**src/rtl/axis_pattern_pkg.sv**
```systemverilog
// Shared types and helpers for the pattern stream transmitter.
package axis_pattern_pkg;

   typedef enum logic {
      IDLE = 1'b0,
      SEND = 1'b1
   } txState_e;

   localparam logic [15:0] LFSR_TAPS = 16'hB400;

   // One step of the right-shifting Galois LFSR used in pattern mode 1.
   function automatic logic [15:0] lfsr16_next(input logic [15:0] w);
      return (w >> 1) ^ (w[0] ? LFSR_TAPS : 16'h0000);
   endfunction

endpackage

```
**src/rtl/axis_pattern_tx.sv**
```systemverilog
// Stream transmitter: sources one packet per start request, with words
// generated either by incrementing or by a 16-bit Galois LFSR.
// All stream outputs decode from registered state, so tready never
// reaches tvalid/tdata combinationally and the hold rule comes for free.
module axis_pattern_tx
   import axis_pattern_pkg::*;
#(
   parameter int                DATA_W = 16,
   parameter int                LEN_W  = 8,
   parameter logic [DATA_W-1:0] SEED   = 16'd5555
) (
   input  logic              clk,
   input  logic              rst,
   input  logic              start,
   input  logic              mode,
   input  logic [DATA_W-1:0] base,
   input  logic [LEN_W-1:0]  pkt_len,
   output logic [DATA_W-1:0] tdata,
   output logic              tvalid,
   input  logic              tready,
   output logic              tlast,
   output logic              busy,
   output logic              done,
   output logic [15:0]       pkt_count
);

   txState_e          state_q;
   logic [DATA_W-1:0] word_q;
   logic [LEN_W-1:0]  remain_q;
   logic              modeSel_q;
   logic              done_q;
   logic [15:0]       pktCount_q;

   logic [DATA_W-1:0] nextWord_d;
   logic [DATA_W-1:0] startWord_d;
   logic              handshake;
   logic              lastWord;

   assign handshake = (state_q == SEND) && tready;
   assign lastWord  = (remain_q == '0);

   // Next pattern word and the first word of a new packet; an all-zero
   // LFSR start would lock up, so SEED stands in for it.
   always_comb begin
      nextWord_d  = word_q + 1'b1;
      startWord_d = base;
      if (modeSel_q) begin
         nextWord_d = lfsr16_next(word_q);
      end
      if (mode && (base == '0)) begin
         startWord_d = SEED;
      end
   end

   // Packet FSM: latch the request in IDLE, advance one word per handshake
   // in SEND, and count/pulse done on the final handshake.
   always_ff @(posedge clk) begin
      if (rst) begin
         state_q    <= IDLE;
         word_q     <= '0;
         remain_q   <= '0;
         modeSel_q  <= 1'b0;
         done_q     <= 1'b0;
         pktCount_q <= '0;
      end else begin
         done_q <= 1'b0;
         case (state_q)
            IDLE: begin
               if (start) begin
                  word_q    <= startWord_d;
                  remain_q  <= pkt_len;
                  modeSel_q <= mode;
                  state_q   <= SEND;
               end
            end
            SEND: begin
               if (handshake) begin
                  word_q <= nextWord_d;
                  if (lastWord) begin
                     state_q    <= IDLE;
                     done_q     <= 1'b1;
                     pktCount_q <= pktCount_q + 16'd1;
                  end else begin
                     remain_q <= remain_q - 1'b1;
                  end
               end
            end
            default: state_q <= IDLE;
         endcase
      end
   end

   assign tdata     = word_q;
   assign tvalid    = (state_q == SEND);
   assign tlast     = (state_q == SEND) && lastWord;
   assign busy      = (state_q == SEND);
   assign done      = done_q;
   assign pkt_count = pktCount_q;

endmodule

```
**config.mk**
```make
export PLATFORM = sky130hd
export DESIGN_NAME = axis_pattern_tx
export DESIGN_NICKNAME = d
export VERILOG_FILES = /design/src/rtl/axis_pattern_pkg.sv /design/src/rtl/axis_pattern_tx.sv
export SDC_FILE = /design/constraint.sdc
export NUM_CORES = 1
export LEC_CHECK = 0
export CORE_MARGIN = 2
export CORE_UTILIZATION = 30
export DETAILED_ROUTE_END_ITERATION = 7
export GPL_TIMING_DRIVEN = 0
export PLACE_DENSITY_LB_ADDON = 0.12
export REMOVE_ABC_BUFFERS = 1
export SYNTH_ARGS = -nofsm -noshare
export SYNTH_HDL_FRONTEND = slang
export SYNTH_SLANG_ARGS = --single-unit
```
**constraint.sdc**
```tcl
create_clock -name clk -period 6.08 [get_ports clk]
set_clock_uncertainty 0.2 [all_clocks]
set_input_delay 1.216 -clock clk [delete_from_list [all_inputs] [get_ports clk]]
set_output_delay 1.216 -clock clk [all_outputs]
set_load 0.05 [all_outputs]
```
==> flow_summary.ini, run 1 <==
[status]
status = completed

[worst_hold_path]
min_path_type = flop to flop

[critical_path]
worstSetupStartpointType = flop
crit_buf_inv = 1
required_ns = 4.66
critPathKind = flop to output port
cpMaxStageDelayCell = dfxtp_1
endpoint_kind = output port
worstPathCellList = nand4bb_1, nor3_4, clkdlybuf4s50_1
crit_family = flip-flops
cp_max_fo = 34
arrival_ns = 3.25
critPathMaxStageDelay_ns = 1.15

[timing]
period_share = 0.767
drv_slew = 0
min_period_ns = 4.66
worst_pin_slew_ns = 1.23
timing.slew.headroom = 0.179
setup_viol = 0
holdWs_ns = 0.296
clock.fmax_ghz = 0.214
tns_ns = 0
finalHoldViolCount = 0
rsz0062_at_grt = no

[drt]
drt_wl_total_mm = 7.43
drt-wirelength-per-cell_um = 15.4
drt_iter0_drc = 127
route.vias.total = 2581
antenna_left = 0
dr.pass1.iters = 4
vias_per_cell = 5.33
drc = 0

[layout]
final_common_cell = clkdlybuf4s50_1
final_util = 0.405
fin_nets = 411
diodes = 0
final_cell_mix = clkdlybuf4s50_1, nor2_1, dfxtp_1
drive_gt1_frac = 0.0396
synthToLayoutAreaGrowth_pct = 30.3
fin_cells = 484

[pwr]
peakVddDrop_mv = 0.115
p_per_area_mw_per_mm2 = 227
leakage_nw = 1.14

[grt]
grt_pass1_vias = 2293
grt_max_degree = 45
grt_pass1_wl_mm = 12.1
antenna_found_initial = 0
grt_overflow = 0
track_usage = 0.165

[floorplanning]
io_pins = 65
start_util = 0.311
num_rows = 33
die_area_sq_mm = 0.00927
fp.dieH_um = 96.3
chipWidth_um = 96.3
core_sq_mm = 0.00822

[synth]
yosysTopAreaCell = dfxtp_1
ys.flop_type = dfxtp_1
avgSynthCellArea_sq_um = 7.81
synth_area_sq_mm = 0.00255
syn_inst = 327
yosysWarnings = 0
ys_seq_elements = 43
netlist.area_leader.share = 0.337
async_flop_share = 0
ys_seq_area_frac = 0.337
synth.top_cells.by_area = dfxtp_1, nor2_1, xor2_1
synth_edf_count = 0
ys_types = 57

[place]
gp_congestion = 0.757
port_buffers = 64
place_hpwl_mm = 5.04
placedCellCount = 476

[clock_tree]
ctsHoldBuffers = 0
post_cts_buffers = 0
path_clk_slew_ns = 0.09
tritoncts = built
htreeDepth = 2
cts_buffers = 5
root_buffer = clkbuf_8
clock_path_buffers = 2
cts_resized = 0
clock_sinks = 43
clock_latency_ns = 0.30

[job]
drv_cap = 0
-- Yosys cell counts (2+ instances only) --
master	number
o211ai_1	2
o32ai_1	3
inv_1	9
a311o_1	2
o31ai_1	3
and4_1	6
mux2i_1	4
a32oi_1	3
buf_1	3
dfxtp_1	43
a31oi_1	5
nor3b_1	2
nand4_1	13
nand3_1	13
clkbuf_1	15
and3_1	5
a211oi_1	7
a22oi_1	4
ha_1	4
nor4_1	5
xor2_1	18
nor3_1	10
nor2b_1	3
a21oi_1	19
or3_1	2
o21ai_0	15
nor2_1	52
nand2_1	23
xnor2_1	6
-- path summary, 6_finish.rpt --
kind	end	cells past startpoint	start	slack, ns
setup / recovery	tlast	3	busy	1.42
hold / removal	remain_q[6]	2	remain_q[6]	0.30
setup reg to reg	tdata[4]	5	busy	2.44
hold reg to reg	remain_q[6]	2	remain_q[6]	0.30
-- worst reg2reg max path: cells and delay by family (launching register included) --
| kind | cells | cell delay, ns |
|---|---|---|
| AOI/OAI and AO/OA | 1 | 0.83 |
| and+or+nand+nor | 3 | 0.69 |
| DFF | 1 | 1.15 |
| buffers and inverters | 1 | 0.69 |
-- metal layers --
metal,track usage,vias up,share of wire
met5,0,-,0
met4,0.0357,0,0.0085
met3,0.0274,7,0.045
met2,0.252,53,0.45
met1,0.242,1224,0.50
li1,-,1297,-
-- power breakdown --
group          switching, mW  internal (mW)
Clock                  0.112         0.0823
Combinational          0.132         0.0887
Sequential            0.0407          0.301
Total                  0.284          0.472
-- sequential cells by signal, summed over array words and instances, names as in the netlist --
signal     count
modeSel_q      1
busy           1
tdata         16
done           1
pkt_count     16
remain_q       8
-- stage by stage --
step,total power [mW],area (sq um),setup WS [ns]
2_1_floorplan,0.481,2470,2.09
3_3_place_gp,0.568,3240,1.64
3_5_place_dp,0.568,3230,1.70
4_1_cts,0.766,3330,1.35
5_1_grt,0.801,3330,1.10
6_report,0.756,3330,1.42
-- cell families (layout without fill, tap and decap cells) --
family	Yosys count	after routing	share of synthesized area
adder cells (fa/ha/maj)	4	4	0.0196
XOR/XNOR	24	24	0.0823
AO/OA/AOI/OAI	78	78	0.202
buffers and inverters	29	81	0.0470
multiplexers	5	5	0.0201
AND/OR/NAND/NOR	144	144	0.292
flip-flops	43	43	0.337
-- final cells by class --
| cell class | count | area [sq um] |
|---|---|---|
| Clock buffer | 5 | 68.8 |
| Clock inverter | 3 | 25.0 |
| Fill cell | 862 | 4890 |
| Inverter | 9 | 33.8 |
| Multi-Input combinational cell | 255 | 1570 |
| Sequential cell | 43 | 861 |
| Tap cell | 105 | 131 |
| Timing Repair Buffer | 64 | 636 |
Power figures use the tool's default switching activity.
==> run 2, diff against run 1 <==
- clock period: 6.08 -> 4.8 ns (I/O delays scaled with it)
==> results of run 2 <==
Same layout as run 1 (identical final DEF). Status: completed.
Among the figures that moved: setup slack after placement 1.70 ns -> 0.680 ns; setup slack after layout 1.42 ns -> 0.392 ns; register-to-register setup slack 2.44 ns -> 1.16 ns; total power 0.756 mW -> 0.958 mW; worst IR drop on VDD 0.115 mV -> 0.146 mV
